File: src/rtl/id_ex_pipe_reg.sv
// ID/EX pipeline register with load-use hazard detection, EX hold, branch flush and bubble insertion.
// Optional performance counters (bubble_cnt, flush_cnt) are enabled by defining ID_EX_PERF_EN.
module id_ex_pipe_reg #(
  parameter int XLEN    = 32,
  parameter int RADDR_W = 5
) (
  input  logic               clk,
  input  logic               rst_n,
  input  logic               id_valid,
  input  logic [5:0]         id_ctrl,
  input  logic [XLEN-1:0]    id_pc,
  input  logic [XLEN-1:0]    id_rs1_data,
  input  logic [XLEN-1:0]    id_rs2_data,
  input  logic [XLEN-1:0]    id_imm,
  input  logic [RADDR_W-1:0] id_rs1,
  input  logic [RADDR_W-1:0] id_rs2,
  input  logic [RADDR_W-1:0] id_rd,
  input  logic [3:0]         id_funct,
  input  logic               ex_hold,
  input  logic               flush,
  output logic               load_use_stall,
  output logic               ex_valid,
  output logic [5:0]         ex_ctrl,
  output logic [XLEN-1:0]    ex_pc,
  output logic [XLEN-1:0]    ex_rs1_data,
  output logic [XLEN-1:0]    ex_rs2_data,
  output logic [XLEN-1:0]    ex_imm,
  output logic [RADDR_W-1:0] ex_rs1,
  output logic [RADDR_W-1:0] ex_rs2,
  output logic [RADDR_W-1:0] ex_rd,
  output logic [3:0]         ex_funct
`ifdef ID_EX_PERF_EN
  ,
  output logic [31:0]        bubble_cnt,
  output logic [31:0]        flush_cnt
`endif
);

  // Bit position of MemRead inside {ALUSrc,MemtoReg,RegWrite,MemRead,MemWrite,Branch}.
  localparam int CTRL_MEMREAD = 2;

  // x0 is hardwired to zero, so a load targeting it can never create a hazard.
  assign load_use_stall = ex_valid & ex_ctrl[CTRL_MEMREAD] & (ex_rd != '0) & id_valid &
                          ((ex_rd == id_rs1) | (ex_rd == id_rs2));

  // NOTE: sequential state uses non-blocking assignments so every register samples pre-edge values.
  always_ff @(posedge clk or negedge rst_n) begin
    if (!rst_n) begin
      ex_valid    <= 1'b0;
      ex_ctrl     <= '0;
      ex_pc       <= '0;
      ex_rs1_data <= '0;
      ex_rs2_data <= '0;
      ex_imm      <= '0;
      ex_rs1      <= '0;
      ex_rs2      <= '0;
      ex_rd       <= '0;
      ex_funct    <= '0;
    end else if (flush) begin
      // Branch resolution kills the slot even while EX is busy.
      ex_valid    <= 1'b0;
      ex_ctrl     <= '0;
      ex_pc       <= '0;
      ex_rs1_data <= '0;
      ex_rs2_data <= '0;
      ex_imm      <= '0;
      ex_rs1      <= '0;
      ex_rs2      <= '0;
      ex_rd       <= '0;
      ex_funct    <= '0;
    end else if (ex_hold) begin
      ex_valid <= ex_valid;
    end else if (load_use_stall) begin
      // Bubble: clearing MemRead releases the stall on the next cycle.
      ex_valid <= 1'b0;
      ex_ctrl  <= '0;
      ex_rd    <= '0;
    end else begin
      ex_valid    <= id_valid;
      ex_ctrl     <= id_valid ? id_ctrl : '0;
      ex_pc       <= id_pc;
      ex_rs1_data <= id_rs1_data;
      ex_rs2_data <= id_rs2_data;
      ex_imm      <= id_imm;
      ex_rs1      <= id_rs1;
      ex_rs2      <= id_rs2;
      ex_rd       <= id_rd;
      ex_funct    <= id_funct;
    end
  end

`ifdef ID_EX_PERF_EN
  logic bubble_taken;
  assign bubble_taken = !flush && !ex_hold && load_use_stall;

  always_ff @(posedge clk or negedge rst_n) begin
    if (!rst_n) begin
      bubble_cnt <= '0;
      flush_cnt  <= '0;
    end else begin
      bubble_cnt <= bubble_cnt + {31'd0, bubble_taken};
      flush_cnt  <= flush_cnt + {31'd0, flush};
    end
  end
`endif

endmodule

File: config.mk
export PLATFORM = sky130hd
export DESIGN_NAME = id_ex_pipe_reg
export DESIGN_NICKNAME = d
export VERILOG_FILES = /design/src/rtl/id_ex_pipe_reg.sv
export SDC_FILE = /design/constraint.sdc
export NUM_CORES = 1
export LEC_CHECK = 0
export ABC_AREA = 1
export CAP_MARGIN = 20
export CORE_MARGIN = 2
export CORE_UTILIZATION = 35
export CTS_BUF_LIST = sky130_fd_sc_hd__clkbuf_2 sky130_fd_sc_hd__clkbuf_4 sky130_fd_sc_hd__clkbuf_8
export DETAILED_ROUTE_END_ITERATION = 8
export PLACE_DENSITY = 0.81
export SLEW_MARGIN = 20
export SYNTH_ARGS = -nofsm -noshare
export SYNTH_HDL_FRONTEND = slang
export SYNTH_SLANG_ARGS = --single-unit
File: constraint.sdc
create_clock -name clk -period 1.8 [get_ports clk]
set_input_delay 0.18 -clock clk [delete_from_list [all_inputs] [get_ports clk]]
set_output_delay 0.18 -clock clk [all_outputs]
set_load 0.05 [all_outputs]
==> impl_results.md, run 1 <==
* Outcome: finished, violations left
* Violated checks: negative setup slack
* Syn Nets at 901
* Synth Warn # at 0
* Netlist cell types at 14
* Final worst path period need at 1923 ps
* GRT Overall Usage at 20.99%
* Diode count at 0
* Clock-pin slew on the worst setup and hold paths at ~90 ps
* Worst IR Drop VDD at about 0.44 mV
* Vias in the first global route at 6,416
* IO Pins at 313
* Slew @ Worst Pin at around 540 ps
* Chip Height at around 140 um
* Post-Synth XOR/XNOR Area at less than 1%
* Setup CP Type: flip-flop to output pin
* Commonest non-fill, non-tap cells in the layout: nand2_1 (329), clkdlybuf4s50_1 (156), nand4_1 (153)
* RSZ-0062 raised after global routing: yes
* Remaining global-route overflow at 0
* Final period utilization at 106.8%
* Clk root buf: clkbuf_8
* Starting Density at a little over a third
* CTS Buffer Depth at 2
* Vias at between 6k and 7k
* Post-Synth Adder-Cell Area at 0%
* Largest net degree at the start of global routing at 88
* Clock latency on the worst-skew pair at around 430 ps
* Initial antenna violation count at 0
* Max FO, Critical Path at 7
* Kind of start point of the critical path: flip-flop
* CTS H-Tree Depth at 4
* Mapped Cells at 743
* Total wire length at 22.12 mm
* Final nets at about 1.2k
* Dpl hpwl at 14.71 mm
* PortBufs at 312
* Static Leak at 5.972 nW
* Synth Area in Compound Gates at 0.07623%
* Share of post-route cells with drive strength above 1 at under 10%
* Post-Synthesis Cell Area at about 6600 um2
* DR vias/cell at a little over 5
* Setup slack after layout at -122.9 ps
* ANT nets after route at 0
* Die width at ~140 um
* Die area at about 20,000 um2
* DRT iter0 DRCs at 333
* Flops & latches, synth at between 150 and 200
* PD cells at between 700 and 800 nW/um2
* Most common cell after layout, fill and taps aside: nand2_1
* TritonCTS clock tree: yes
* Hold Vio Cnt, Final at 0
* Multiplexer share of the synthesized area at 0%
* CTS buffer count at 17
* Hold Path Class: input pin to asynchronous set/reset pin
* CTS Sinks at 154
* Final Setup Violations at between 100 and 150
* Final max-slew violation count at 0
* Clock skew at 13.87 ps
* Avg WL per Cell at roughly 17 um
* Fmax at approximately 520 MHz
* Drt pass-1 iters at 5
* Placeable Area at roughly 19,000 um2
* CP Data Arrival Time at around 1700 ps
* First-pass GRT wire length at between 30 and 40 mm
* Synth Area in Simple Gates at a little over a third
* Pre-CTS setup slack at -167.4 ps
* CP Capture Type: output pin
* Slew margin rel. at between 60 and 70%
* Std-Cell Rows at 50
* R2r setup slk at -70 ps
* GP Congestion at slightly above 0.8
* Required time worst endpoint at 1620 ps
* Sequential area share after synthesis at slightly below 60%
* Average cell area after synthesis at between 8 and 9 um2
* Max-cap violation count at 0
* Util after Layout at a little under three fifths
* Largest family of logic cells by synthesized area: simple AND/OR/NAND/NOR gates
* Synth-to-Final Area Change at 61.81%
* Drt drc at 0
==> final cells by class <==
| cell class | count | area, um2 |
|---|---|---|
| repair buffers | 359 | 3689 |
| clock buffers | 19 | 255.2 |
| inverters | 18 | 76.32 |
| fillers | 1683 | 7958 |
| multi-input cells | 505 | 2316 |
| clock inverters | 13 | 133.9 |
| well taps | 234 | 292.8 |
| flip-flops and latches | 154 | 3860 |
==> critical path: stages, from the launching register on <==
cell	delay, ps
dfrtp_2	480
nand2_1	90
inv_1	40
nor2_1	80
nor2_1	60
nand3_1	70
nand2_2	70
nand2_4	90
buf_12	110
clkinvlp_4	80
buf_12	150
==> metal layers <==
metal / share of wire [%] / routed length, um / vias up / track usage, %
met5: 0 / 0 / - / 0
met4: 2.5 / 553 / 0 / 7.263
met1: 40 / 8944 / 3188 / 26.77
met3: 8.5 / 1877 / 36 / 6.352
li1: - / - / 3123 / -
met2: 49 / 10740 / 313 / 34.17
==> flip-flops by register name (all words and copies together) (netlist names) <==
signal / flops
ex_ctrl: 6
ex_funct: 4
ex_imm: 32
ex_pc: 32
ex_rd: 5
ex_rs1: 5
ex_rs1_data: 32
ex_rs2: 5
ex_rs2_data: 32
ex_valid: 1
==> power breakdown <==
group	leakage, nW	switching [mW]	internal [mW]	total, mW
Clock	0.195	1.41	1.19	2.60
Combinational	3.74	1.23	0.710	1.94
Sequential	2.04	0.112	3.65	3.76
Total	5.97	2.76	5.54	8.30
==> cells in the mapped netlist <==
library cell	count	area, um2
buf_1	11	41.29
buf_2	24	120.1
buf_6	9	101.4
clkbuf_1	22	82.58
dfrtp_1	154	3854
inv_1	16	60.06
inv_2	2	7.510
nand2_1	331	1242
nand2_2	1	6.260
nand3_1	5	25.02
nand4_1	153	957.2
nor2_1	12	45.04
o21ai_0	1	5.000
xnor2_1	2	17.52
==> repair_timing <==
action                                  CTS  global route
hold buffers                              1             0
cloned                                    0             6
pin swaps                                 1             2
resized for setup                       130            24
endpoints found under the hold margin    41             0
setup buffers                             2             7
endpoints found under the setup margin  128           172
==> through the flow <==
stage	hold WS, ps	TNS, ps	total power [mW]	cells	cell area (um2)
5_1_grt	261.9	-25530	8.687	1302	10620
3_5_place_dp	161.5	-12950	5.824	1254	10090
3_3_place_gp	156.0	-10350	5.800	1254	10090
6_report	262.6	-4363	8.300	1302	10620
2_1_floorplan	-115.6	0	4.858	743	6575
4_1_cts	230.4	-164.5	8.343	1289	10360
==> final timing paths <==
path,endpoint,startpoint,cells past startpoint
min reg2reg,ex_rs1_data[0],ex_rs1_data[0],2
min in group clk,ex_rd[0],id_rd[0],3
max reg2reg,ex_rs2_data[12],ex_rd[0],13
max,load_use_stall,ex_rd[0],10
max in group asynchronous,ex_rs2_data[4],rst_n,3
min,ex_ctrl[4],rst_n,2
==> cells by family (layout without fill, tap and decap cells) <==
group	Yosys count	in the layout
buffers and inverters	84	409
AOI/OAI and AO/OA	1	1
xor gates and xnor gates	2	2
and+or+nand+nor	502	502
DFF	154	154
Note: power is estimated with default switching activity, not from simulation.
==> run 2: changes to the inputs <==
--- a/config.mk
+++ b/config.mk
@@ -12,7 +12,7 @@
 export CTS_BUF_LIST = sky130_fd_sc_hd__clkbuf_2 sky130_fd_sc_hd__clkbuf_4 sky130_fd_sc_hd__clkbuf_8
 export DETAILED_ROUTE_END_ITERATION = 8
 export PLACE_DENSITY = 0.81
-export SLEW_MARGIN = 20
+export SLEW_MARGIN = 25
 export SYNTH_ARGS = -nofsm -noshare
 export SYNTH_HDL_FRONTEND = slang
 export SYNTH_SLANG_ARGS = --single-unit
==> results of run 2 <==
Final layout, timing and power as in run 1 (identical DEF).
